`src/rtl/tc_tile_sched.sv`:
```
// Tile scheduler: walks the GEMM tile space m->k->n (n innermost), one descriptor per handshake.
// A fixed-latency tag pipeline reports each output tile once its last k-step leaves the array.
module tc_tile_sched #(
  parameter int unsigned M      = 16,
  parameter int unsigned K      = 16,
  parameter int unsigned N      = 16,
  parameter int unsigned M_TILE = 4,
  parameter int unsigned K_TILE = 4,
  parameter int unsigned N_TILE = 4,
  parameter int unsigned DW_INT = 32,
  parameter int unsigned LAT    = 5
) (
  input  logic              clk,
  input  logic              reset,
  input  logic              enable,
  input  logic              start,
  input  logic              issue_ready,
  output logic              issue_valid,
  output logic              issue_load_a,
  output logic              issue_first_k,
  output logic              issue_last_k,
  output logic [DW_INT-1:0] ptr_m,
  output logic [DW_INT-1:0] ptr_k,
  output logic [DW_INT-1:0] ptr_n,
  output logic              retire_valid,
  output logic [DW_INT-1:0] retire_m,
  output logic [DW_INT-1:0] retire_n,
  output logic              busy,
  output logic              done
);
  localparam int unsigned ITER_M = (M + M_TILE - 1) / M_TILE;
  localparam int unsigned ITER_K = (K + K_TILE - 1) / K_TILE;
  localparam int unsigned ITER_N = (N + N_TILE - 1) / N_TILE;
  localparam logic [DW_INT-1:0] LAST_M = DW_INT'(ITER_M - 1);
  localparam logic [DW_INT-1:0] LAST_K = DW_INT'(ITER_K - 1);
  localparam logic [DW_INT-1:0] LAST_N = DW_INT'(ITER_N - 1);

  typedef enum logic [1:0] {StIdle, StIssue, StDrain} state_e;
  state_e state_q;

  logic              tag_vld_q [LAT];
  logic [DW_INT-1:0] tag_m_q   [LAT];
  logic [DW_INT-1:0] tag_n_q   [LAT];

  logic xfer;
  logic push;
  logic drain_empty;

  // Flags are gated by issue_valid so every output reads 0 out of reset.
  assign issue_load_a  = issue_valid && (ptr_n == '0);
  assign issue_first_k = issue_valid && (ptr_k == '0);
  assign issue_last_k  = issue_valid && (ptr_k == LAST_K);

  assign xfer = issue_valid && issue_ready;
  assign push = xfer && issue_last_k;

  assign retire_valid = tag_vld_q[LAT-1];
  assign retire_m     = tag_m_q[LAT-1];
  assign retire_n     = tag_n_q[LAT-1];

  // The last stage is the visible retire slot; once the earlier stages are empty, the
  // current retire (if any) is the final one and the next cycle is the done cycle.
  always_comb begin
    drain_empty = 1'b1;
    for (int i = 0; i < int'(LAT) - 1; i++) begin
      if (tag_vld_q[i]) drain_empty = 1'b0;
    end
  end

  always_ff @(posedge clk) begin
    if (reset) begin
      state_q     <= StIdle;
      issue_valid <= 1'b0;
      ptr_m       <= '0;
      ptr_k       <= '0;
      ptr_n       <= '0;
      busy        <= 1'b0;
      done        <= 1'b0;
      for (int i = 0; i < int'(LAT); i++) begin
        tag_vld_q[i] <= 1'b0;
        tag_m_q[i]   <= '0;
        tag_n_q[i]   <= '0;
      end
    end else if (enable) begin
      done <= 1'b0;
      for (int i = int'(LAT) - 1; i > 0; i--) begin
        tag_vld_q[i] <= tag_vld_q[i-1];
        tag_m_q[i]   <= tag_m_q[i-1];
        tag_n_q[i]   <= tag_n_q[i-1];
      end
      tag_vld_q[0] <= push;
      tag_m_q[0]   <= push ? ptr_m : '0;
      tag_n_q[0]   <= push ? ptr_n : '0;

      unique case (state_q)
        StIdle: begin
          // start coinciding with the done pulse is deliberately ignored
          if (start && !done) begin
            state_q     <= StIssue;
            issue_valid <= 1'b1;
            busy        <= 1'b1;
            ptr_m       <= '0;
            ptr_k       <= '0;
            ptr_n       <= '0;
          end
        end
        StIssue: begin
          if (xfer) begin
            if (ptr_n == LAST_N) begin
              ptr_n <= '0;
              if (ptr_k == LAST_K) begin
                ptr_k <= '0;
                if (ptr_m == LAST_M) begin
                  ptr_m       <= '0;
                  state_q     <= StDrain;
                  issue_valid <= 1'b0;
                end else begin
                  ptr_m <= ptr_m + 1'b1;
                end
              end else begin
                ptr_k <= ptr_k + 1'b1;
              end
            end else begin
              ptr_n <= ptr_n + 1'b1;
            end
          end
        end
        StDrain: begin
          if (drain_empty) begin
            state_q <= StIdle;
            busy    <= 1'b0;
            done    <= 1'b1;
          end
        end
        default: state_q <= StIdle;
      endcase
    end
  end

endmodule
```
`config.mk`:
```
export PLATFORM = sky130hd
export DESIGN_NAME = tc_tile_sched
export DESIGN_NICKNAME = d
export VERILOG_FILES = /design/src/rtl/tc_tile_sched.sv
export SDC_FILE = /design/constraint.sdc
export NUM_CORES = 1
export LEC_CHECK = 0
export ABC_AREA = 1
export CORE_MARGIN = 1.5
export CORE_UTILIZATION = 30
export DETAILED_ROUTE_END_ITERATION = 7
export SLEW_MARGIN = 20
export SYNTH_ARGS = -nofsm -noshare
export SYNTH_HDL_FRONTEND = slang
export SYNTH_SLANG_ARGS = --single-unit
```
`constraint.sdc`:
```
create_clock -name clk -period 13.8 [get_ports clk]
set_input_delay 2.76 -clock clk [delete_from_list [all_inputs] [get_ports clk]]
set_output_delay 2.76 -clock clk [all_outputs]
set_load 0.01 [all_outputs]
```
==> impl_summary.md <==
Outcome
The flow ran to the end, and the final reports show no timing, DRC or antenna violations.

Floorplanning
Once the floorplan was initialized, standard cells occupied 30.40% of the core. The core box area is 63200 µm². For this design the top-level I/O count stands at roughly 170. The total number of placement rows is 92. The die covers 65570 µm².

Measured along the x axis, the die boundary spans approximately 260 µm. From bottom edge to top edge, the die measures approximately 260 µm.

Route
Once detail routing completed, the nets flagged for antenna violations numbered 0. In the final routed layout, each cell accounts on average for 13.87 µm. The total length of routed wires is 42770 µm. The number of detailed-routing iterations run before antenna repair is 5. In this run, the number of DRC markers left after iteration 0 of detailed routing was 900. In the routed design, unresolved DRC markers number 0. The total number of vias is between 10000 and 15000. The via-per-instance ratio is 4.226.

Setup path
The worst setup path is launched from a primary input. The critical path data arrival time is 6430 ps. The cell with the largest stage delay on the worst path is buf_4. The worst setup path is of the in2reg kind. The critical path goes through clkdlybuf4s50_1 > buf_4 > inv_1 > nand2_4 > buf_6 > buf_4.

In this run the worst path has a maximum fanout of 94. The cell repeated most along the worst path is buf_4. The data required time at the worst endpoint is about 14000 ps.

The delay of the slowest cell on the worst path is 770 ps. The kind of capture point of the worst setup path is a flop.

Timing
The hold violation count in the final report came to 0. Setup slack on the critical path of the routed design comes to around 7600 ps. Setup repair after global routing left no endpoint under its margin.

The final number of max-transition violations was 0. Setup violations remaining at the end of the flow were counted as 0. The achievable frequency is 160.6 MHz. The worst path uses between 40% and 50% of the clock period. At the pin with the least slew margin, the transition time is approximately 1000 ps. The worst clock skew is 20.46 ps. The total negative slack for setup checks is 0 ps. The relative max-transition margin is 34.98%. The worst path in the final design needs a cycle of 6228 ps, including I/O delays and setup.

GRT
The global-route wire length before repair is 68030 µm. The met2 routing resource usage after global routing is 20.14%. The peak-usage layer in the global routing report is met2. The largest net degree at the start of global routing is 160.

The number of antenna violations at the first check in global routing came to 1. The number of global-route vias before repair was 12427. In the global route stage, met1 resource usage came out at around 17%.

The global-route congestion overflow total is 0. The met3 usage in global routing is 3.298%. Global routing used between 10% and 20% of the available tracks.

Hold path
The kind of path behind the tightest hold check is reg2reg.

Yosys
In this run the mean area of a mapped cell was 9.162 µm². The mapped netlist covers 19210 µm². Counting every instance in the synthesized netlist gives 2097. The synthesized design contains about 430 register bits. The count of warnings emitted by yosys is 0.

For this run, the register share of the synthesized area comes to 61.32%. The most used flip-flop cell after synthesis is edfxtp_1. The number of distinct library cell variants in the gate-level netlist after synthesis is 42.

The number of flops mapped to enable cells by yosys is between 300 and 400. Counting every net in the synthesized netlist gives about 2100. The proportion of synthesized flip-flops having asynchronous set or reset is 0%.

Pwr
The total power density per cell area is 138.6 nW/µm². For this design the static power due to leakage is 8.410 nW. VDD sags by at most 80.25 µV. Summing internal, switching and leakage power gives 3.174 mW.

Clock network
The clock drives ~430 sinks. The clock tree from TritonCTS is built. After clock tree synthesis, the repair step resized 0 gates. Clock-pin slew was measured on the worst setup and hold paths at 60 ps. The total of hold buffers inserted after clock tree synthesis is 0.

Clock tree synthesis selected as its root buffer the cell clkbuf_16. Clock tree synthesis inserted a total of 46 buffers. The insertion delay of the later-clocked pin in the worst-skew pair is 580 ps. In this run the post-CTS setup repair buffer count came out at 0.

The maximum number of buffers from clock root to sink is 3. The total number of H-tree levels is 2.

Finish
Leaving out fill and tap cells, the most frequent cells in the layout are nor2_1, inv_1, edfxtp_1. Cells with a size suffix above 1 make up 5.814% of the layout. The relative area change from synthesis to final layout is 19.22%.

The leading cell type in the layout, fill and taps excluded is nor2_1. With fillers left out, the area of the finished cells amounts to about 23000 µm². Measured on the finished design, the core utilization comes to roughly 36%.

After the last flow step, the layout net total stands at 2209.

Job
The max-cap check violation count is 0.

Placement
Summed over all nets, the half-perimeter wirelength after detailed placement is 28930 µm. The instance area at placement is 21230 µm². The congestion estimate from routability-driven global placement came to about 0.9. The pre-CTS worst setup slack is 6593 ps. The count of buffers added on input and output ports is roughly 170.
[cell families (layout without fill, tap and decap cells)]
| kind of cell | after synthesis | in the layout | synth area share (%) |
|---|---|---|---|
| flops | 426 | 426 | 61.32 |
| other cells | 0 | 1 | 0 |
| fa+ha+maj | 5 | 5 | 0.3256 |
| buf+inv | 540 | 679 | 12.44 |
| simple gates | 1004 | 1004 | 21.95 |
| xor+xnor | 20 | 20 | 0.9118 |
| compound gates | 102 | 102 | 3.048 |
[synth_stat cells, types with 3 or more instances]
cell / n / area (µm²)
clkbuf_1: 40 / 150.1
nand2_4: 4 / 45.04
and3_1: 5 / 31.28
inv_2: 6 / 22.52
nor3b_1: 3 / 22.52
inv_1: 409 / 1535
buf_6: 12 / 135.1
xor2_1: 20 / 175.2
edfxtp_1: 325 / 9759
buf_2: 4 / 20.02
nor2_1: 543 / 2038
nor2_4: 5 / 56.30
dfxtp_1: 101 / 2022
nor3_2: 6 / 60.06
nand4_1: 20 / 125.1
nand2_2: 4 / 25.02
ha_1: 5 / 62.56
nand3_1: 54 / 270.3
o21ai_1: 9 / 45.04
a21oi_1: 49 / 245.2
nor2_2: 7 / 43.79
a211oi_2: 3 / 37.54
buf_4: 67 / 503.0
nand2_1: 275 / 1032
nand3b_1: 4 / 30.03
nor3_1: 62 / 310.3
o21ai_0: 29 / 145.1
nor4_1: 8 / 50.05
[where the power goes]
group	switching, mW	total, mW	internal (mW)
combinational	0.250	0.351	0.101
sequential	0.0304	1.48	1.45
clock	0.524	1.35	0.823
[critical path, delay by kind of cell]
kind | cells | cell delay, ps
buffers and inverters | 5 | 2820
and+or+nand+nor | 1 | 750
[sequential cells by signal (all words and copies together) (netlist names)]
| signal | cells |
|---|---|
| issue_valid | 1 |
| ptr_m | 32 |
| tag_m_q | 160 |
| ptr_k | 32 |
| tag_n_q | 160 |
| done | 1 |
| state_q | 2 |
| ptr_n | 32 |
| busy | 1 |
| tag_vld_q | 5 |
[per-layer routing]
| layer | up-vias | wire length [µm] |
|---|---|---|
| met1 | 5918 | 19320 |
| met2 | 334 | 19300 |
| met5 | - | 0 |
| met3 | 89 | 2856 |
| li1 | 6687 | - |
| met4 | 0 | 1296 |
[metrics by stage]
stage,hold WS [ps],instances
final,485.8,3083
after global routing,538.6,3082
after global placement,468.0,2997
after floorplan,494.3,2097
after detailed placement,474.4,2997
after CTS,487.8,3082
[worst paths after layout]
check | startpoint | endpoint | slack [ps] | cells after the start
max | reset | tag_n_q[0][122] | 7570 | 6
min | busy | busy | 490 | 2
max reg2reg | state_q[0] | ptr_k[7] | 10410 | 10
min reg2reg | busy | busy | 490 | 2
[final cells by class]
class / count / area (µm²)
clock inverter: 36 / 505.5
inverter: 416 / 1574
sequential: 426 / 11780
timing repair buffer: 178 / 1768
clock buffer: 49 / 1162
antenna: 1 / 2.502
tap: 846 / 1059
multi-input combinational: 1131 / 5054
fill: 6273 / 40290
No activity file was read; power rests on OpenSTA's default activity.
